$ cat src/rtl/gpio_cfg_serializer.sv
// Serialises parallel config-register writes onto the GPIO config bus (sdata + per-register strobe) and emits single-line pulses.
// Latency: gpio_out registered, first bit one cycle after acceptance; shift busy (2N+1)*CLK_DIV, pulse W*CLK_DIV, then one done/err cycle.
// Backpressure: cmd_ready only in IDLE; one command in flight, no queueing.
module gpio_cfg_serializer #(
    parameter int GPIO_WIDTH = 16,
    parameter int DATA_WIDTH = 32,
    parameter int CLK_DIV    = 4
) (
    input  logic                            clk,
    input  logic                            rstn,
    input  logic                            cmd_valid,
    output logic                            cmd_ready,
    input  logic                            cmd_op,
    input  logic [7:0]                      cmd_line,
    input  logic [DATA_WIDTH-1:0]           cmd_data,
    input  logic [$clog2(DATA_WIDTH+1)-1:0] cmd_nbits,
    output logic [GPIO_WIDTH-1:0]           gpio_out,
    output logic                            busy,
    output logic                            done,
    output logic                            err
);
    localparam int NBW = $clog2(DATA_WIDTH+1);
    localparam int BW  = (DATA_WIDTH > 1) ? $clog2(DATA_WIDTH) : 1;
    localparam int CW  = $clog2(CLK_DIV*DATA_WIDTH+1);
    localparam logic [CW-1:0] HALF = CW'(CLK_DIV-1);

    typedef enum logic [2:0] {
        IDLE,
        SETUP,
        HIGH,
        HOLD,
        PULSE,
        DONE
    } state_t;

    typedef struct packed {
        logic [GPIO_WIDTH-1:0] line_mask;
        logic [DATA_WIDTH-1:0] data;
    } cmd_t;

    state_t                state_q, state_nxt;
    logic [CW-1:0]         cnt_q, cnt_nxt;
    logic [BW-1:0]         bit_q, bit_nxt;
    cmd_t                  cmd_q, cmd_nxt;
    logic                  err_q, err_nxt;
    logic [GPIO_WIDTH-1:0] gpio_q, gpio_nxt;
    logic                  cmd_bad;

    assign cmd_bad = (cmd_line == 8'd0)
                  || (32'(cmd_line) >= GPIO_WIDTH)
                  || (cmd_nbits == '0)
                  || (32'(cmd_nbits) > DATA_WIDTH);

    always_ff @(posedge clk or negedge rstn) begin
        if (!rstn) begin
            state_q <= IDLE;
            cnt_q   <= '0;
            bit_q   <= '0;
            cmd_q   <= '0;
            err_q   <= 1'b0;
            gpio_q  <= '0;
        end else begin
            state_q <= state_nxt;
            cnt_q   <= cnt_nxt;
            bit_q   <= bit_nxt;
            cmd_q   <= cmd_nxt;
            err_q   <= err_nxt;
            gpio_q  <= gpio_nxt;
        end
    end

    always_comb begin
        state_nxt = state_q;
        cnt_nxt   = cnt_q;
        bit_nxt   = bit_q;
        cmd_nxt   = cmd_q;
        err_nxt   = err_q;
        gpio_nxt  = '0;

        unique case (state_q)
            IDLE: begin
                if (cmd_valid) begin
                    cmd_nxt.data      = cmd_data;
                    cmd_nxt.line_mask = GPIO_WIDTH'(1) << cmd_line;
                    bit_nxt           = BW'(cmd_nbits - NBW'(1));
                    if (cmd_bad) begin
                        err_nxt   = 1'b1;
                        state_nxt = DONE;
                    end else if (cmd_op) begin
                        err_nxt   = 1'b0;
                        cnt_nxt   = CW'(cmd_nbits) * CW'(CLK_DIV) - CW'(1);
                        state_nxt = PULSE;
                    end else begin
                        err_nxt   = 1'b0;
                        cnt_nxt   = HALF;
                        state_nxt = SETUP;
                    end
                end
            end
            SETUP: begin
                if (cnt_q == '0) begin
                    cnt_nxt   = HALF;
                    state_nxt = HIGH;
                end else begin
                    cnt_nxt = cnt_q - CW'(1);
                end
            end
            HIGH: begin
                if (cnt_q == '0) begin
                    cnt_nxt = HALF;
                    if (bit_q == '0) begin
                        state_nxt = HOLD;
                    end else begin
                        bit_nxt   = bit_q - BW'(1);
                        state_nxt = SETUP;
                    end
                end else begin
                    cnt_nxt = cnt_q - CW'(1);
                end
            end
            HOLD, PULSE: begin
                if (cnt_q == '0) begin
                    state_nxt = DONE;
                end else begin
                    cnt_nxt = cnt_q - CW'(1);
                end
            end
            DONE: begin
                state_nxt = IDLE;
            end
            default: begin
                state_nxt = IDLE;
            end
        endcase

        // Output image follows the state being entered, so gpio_out lines up with it after the edge.
        // bit_nxt only moves on HIGH->SETUP, hence sdata can never change under a high strobe.
        unique case (state_nxt)
            SETUP, HOLD: begin
                gpio_nxt[0] = cmd_nxt.data[bit_nxt];
            end
            HIGH: begin
                gpio_nxt    = cmd_nxt.line_mask;
                gpio_nxt[0] = cmd_nxt.data[bit_nxt];
            end
            PULSE: begin
                gpio_nxt = cmd_nxt.line_mask;
            end
            default: begin
                gpio_nxt = '0;
            end
        endcase
    end

    assign cmd_ready = (state_q == IDLE);
    assign busy      = (state_q == SETUP) || (state_q == HIGH)
                    || (state_q == HOLD)  || (state_q == PULSE);
    assign done      = (state_q == DONE) && !err_q;
    assign err       = (state_q == DONE) && err_q;
    assign gpio_out  = gpio_q;

endmodule

$ cat config.mk
export PLATFORM = sky130hd
export DESIGN_NAME = gpio_cfg_serializer
export DESIGN_NICKNAME = d
export VERILOG_FILES = /design/src/rtl/gpio_cfg_serializer.sv
export SDC_FILE = /design/constraint.sdc
export NUM_CORES = 1
export LEC_CHECK = 0
export BUFFER_PORTS_ARGS = -buffer_cell sky130_fd_sc_hd__clkbuf_2
export CORE_ASPECT_RATIO = 0.5
export CORE_MARGIN = 2
export CORE_UTILIZATION = 56
export DETAILED_ROUTE_END_ITERATION = 8
export GPL_ROUTABILITY_DRIVEN = 0
export HOLD_SLACK_MARGIN = 0.12
export PLACE_DENSITY = 0.8
export SLEW_MARGIN = 20
export SYNTH_ARGS = -nofsm -noshare
export SYNTH_HDL_FRONTEND = slang
export SYNTH_SLANG_ARGS = --single-unit
export TNS_END_PERCENT = 1
$ cat constraint.sdc
create_clock -name clk -period 4.9 [get_ports clk]
set_input_delay 0.49 -clock clk [delete_from_list [all_inputs] [get_ports clk]]
set_output_delay 0.49 -clock clk [all_outputs]
set_load 0.02 [all_outputs]
==> out/qor.csv <==
stage,metric,value,unit
status,status,"complete, but fails checks",
status,failing checks,design-rule violations,
sta,Final Cycle Share,0.7566,
sta,unrepaired setup endpoints after global routing,no,
critical_path,worst reg2reg path startpoint,cnt_q[3]$_DFFE_PN0P_,
sta,worst-margin pin slew,765.6,ps
critical_path,CP bufs+invs,1,
routing,Detailed Route WL,8.709,mm
final_layout,fillcell total,486,
global_routing,grt met2 use,0.3874,
synthesis,Synth Area in Simple Gates,0.1586,
clocking,Post-CTS Setup Bufs,0,
clocking,total number of H-tree levels,3,
critical_path,Startpoint Class,flip-flop,
pwr,Seq pwr share,0.343,
placement,port bufs,69,
sta,final hold violations,0,
synthesis,Synth Area in Compound Gates,0.1294,
routing,Antenna Violating Nets Remaining,0,
global_routing,number of global-route vias before repair,3025,
global_routing,initial antenna violation count,0,
pwr,switch share,0.3711,
critical_path,critical path's slowest cell,o211a_1,
synthesis,#FFs+latches synth,81,
synthesis,number of synthesized flops with an enable pin,0,
final_layout,"commonest non-fill, non-tap cell in the layout",dfrtp_1,
routing,drt drc,1,
critical_path,Crit path arrival time,3920,ps
pwr,maximum VDD drop,276.8,µV
synthesis,Mapped Cells,351,
sta,final setup fails,0,
global_routing,met3 Resource Use GR,0.07065,
sta,Fmax,0.2697,GHz
synthesis,Post-Syn Area,3945,µm²
clocking,clk sink count,81,
worst_hold_path,Hold WC Path Type,primary input to async pin,
synthesis,Post-Synth XOR/XNOR Area,0.01744,
floorplanning,Die H,63.35,µm
clocking,CTS tree,built,
routing,routed len/inst,16.98,µm
sta,Worst Skew,5.247,ps
global_routing,GR peak layer,met2,
clocking,Clock Tree Root,clkbuf_16,
sta,Slew headroom,0.4890,
run,Max Cap Viol,0,
floorplanning,I/O Pins,70,
pwr,Pleak,2.215,nW
pwr,Final Power,0.002842,W
pwr,combinational power share,0.422,
critical_path,CP Launch Point,cnt_q[3]$_DFFE_PN0P_,
sta,minimum clock period,3708,ps
synthesis,adder-cell area share of the yosys netlist,0.01522,
critical_path,Crit Path Max Fanout,17,
synthesis,post-synthesis cell type count,60,
synthesis,Async SR Flop Fraction,1.000,
pwr,Pwr Density,614.0,nW/µm²
pwr,clock network power share,0.234,
synthesis,Synth warnings,0,
sta,Fin Setup TNS,0,ps
global_routing,total track usage,0.2461,
critical_path,critical path class,flip-flop to flip-flop,
clocking,CTS max path bufs,2,
floorplanning,core area,6753,µm²
placement,HPWL Detailed,6.031,mm
global_routing,GRT met1 Usage,0.3252,
synthesis,syn_area_per_cell,11.24,µm²
final_layout,diodes inserted,0,
critical_path,kind of cell adding the most delay to the critical path,simple AND/OR/NAND/NOR gates,
final_layout,multi-input logic area,1790,µm²
final_layout,Register Area,2027,µm²
floorplanning,Die W,122.7,µm
final_layout,"commonest non-fill, non-tap cells in the layout","dfrtp_1 (81), clkbuf_2 (68), mux2_2 (32)",
synthesis,mux cell area share after synthesis,0.1310,
final_layout,P&R area growth vs syn,17.35,%
global_routing,first-pass GRT wire length,14.51,mm
clocking,post-CTS sizing,0,
synthesis,"Seq/Total Area, Yosys",0.5138,
routing,first drt pass iteration count,7,
critical_path,CP required,5110,ps
critical_path,CP max stage delay,690,ps
sta,"Slew Viols, Final",0,
critical_path,Worst Setup End Kind,flip-flop,
global_routing,gr ovfl total,0,
synthesis,main combinational cell family by area after synthesis,simple AND/OR/NAND/NOR gates,
routing,DR iter-0 viols,209,
clocking,# hold bufs at CTS,0,
routing,Vias,2974,
routing,vias per cell,5.797,
floorplanning,Die ar.,7773,µm²
pwr,Net Switching,0.001055,W
clocking,"Clk Latency, worst-skew pair",340,ps
final_layout,share of post-route cells with drive strength above 1,0.3159,
synthesis,Syn Nets,405,
pwr,internal power,0.001787,W
final_layout,# nets final,470,
floorplanning,starting density of the core,0.5842,
synthesis,top_reg_cell synth,dfrtp_1,
floorplanning,FP Rows,21,
clocking,"Reg clk slew, reported paths",60,ps
critical_path,CP Cell Sequence,"or4_1, or3_4, o311ai_1, o211a_1, inv_2, nor2_1, nor3_1, a2111o_1, nand3_1, o211ai_2",
global_routing,largest net degree at the start of global routing,82,
clocking,number of buffers created by CTS,9,
-- through the flow --
step           hold slack (ps)  cell area (µm²)  utilization  setup slack, ps  cells
2_1_floorplan            194.4             3945            -             1873    351
3_3_place_gp             448.7             4325       0.6405             1467    497
3_5_place_dp             453.8             4325       0.6405             1277    497
4_1_cts                  360.4             4622       0.6845             1214    513
5_1_grt                  253.9             4629       0.6856            979.8    513
6_report                 178.7             4629       0.6856             1192    513
-- layout make-up --
type                    count  share of cell area
well taps                  92             0.02486
repair buffers             70             0.07757
multi-input cells         243              0.3868
flip-flops and latches     81              0.4378
clock inverters             6             0.01243
inverters                  11            0.008919
clock buffers              10             0.05162
-- synth_stat cells, drive strengths merged (2+ instances only) --
cell | number | share of area
mux2i | 13 | 0.033
nor4b | 3 | 0.0082
ha | 4 | 0.013
xnor2 | 4 | 0.011
nor2b | 18 | 0.029
and2 | 2 | 0.0032
clkbuf | 8 | 0.0076
nor3b | 3 | 0.0057
nand3 | 5 | 0.0063
a211o | 2 | 0.0067
or4 | 2 | 0.0038
nor2 | 29 | 0.032
or3 | 6 | 0.011
a32o | 3 | 0.0076
dfrtp | 81 | 0.51
o211ai | 2 | 0.0063
o21bai | 3 | 0.0057
buf | 8 | 0.016
o21ai | 16 | 0.020
o22ai | 4 | 0.0063
nand2b | 3 | 0.0048
nor4 | 2 | 0.0032
o311ai | 3 | 0.0067
a31oi | 2 | 0.0032
nor3 | 12 | 0.015
inv | 11 | 0.010
nand4 | 2 | 0.0032
nand2 | 27 | 0.026
a22o | 15 | 0.033
mux2 | 34 | 0.098
o31ai | 2 | 0.0038
xor2 | 3 | 0.0067
a21oi | 5 | 0.0063
-- logic make-up after synthesis --
kind of cell / after synthesis
xor+xnor: 7
buf+inv: 27
compound gates: 66
fa+ha+maj: 5
simple gates: 118
mux: 47
flops: 81
-- power by group through the flow --
stage | clock [W] | combinational [W] | sequential [W]
2_1_floorplan | 0 | 0.000987 | 0.000945
3_3_place_gp | 0 | 0.00113 | 0.000966
3_5_place_dp | 0 | 0.00118 | 0.000984
4_1_cts | 0.000677 | 0.00119 | 0.000973
5_1_grt | 0.000703 | 0.00131 | 0.000993
6_report | 0.000666 | 0.00120 | 0.000976
-- state kept, by name (all words and copies together), names as in the netlist --
register,count
state_q,3
gpio_out,16
bit_q,5
cnt_q,8
cmd_q,48
err_q,1
-- path summary, 6_finish.rpt --
| path | cells past startpoint | slack [ps] | endpoint |
|---|---|---|---|
| worst max register to register | 10 | 1190 | gpio_out[0]$_DFF_PN0_ |
| min in group clk | 3 | 380 | cmd_q[28]$_DFF_PN0_ |
| worst min-delay path | 1 | 180 | gpio_out[8]$_DFF_PN0_ |
| worst max-delay path | 10 | 1190 | gpio_out[0]$_DFF_PN0_ |
| max in group asynchronous | 1 | 4220 | cmd_q[44]$_DFF_PN0_ |
| worst min register to register | 2 | 460 | cmd_q[46]$_DFF_PN0_ |
-- per-layer routing --
metal	routed length (µm)	share of wire
met1	3856	0.44
met2	4096	0.47
met3	589	0.068
met4	166	0.019
met5	0	0
Power figures use the tool's default switching activity.
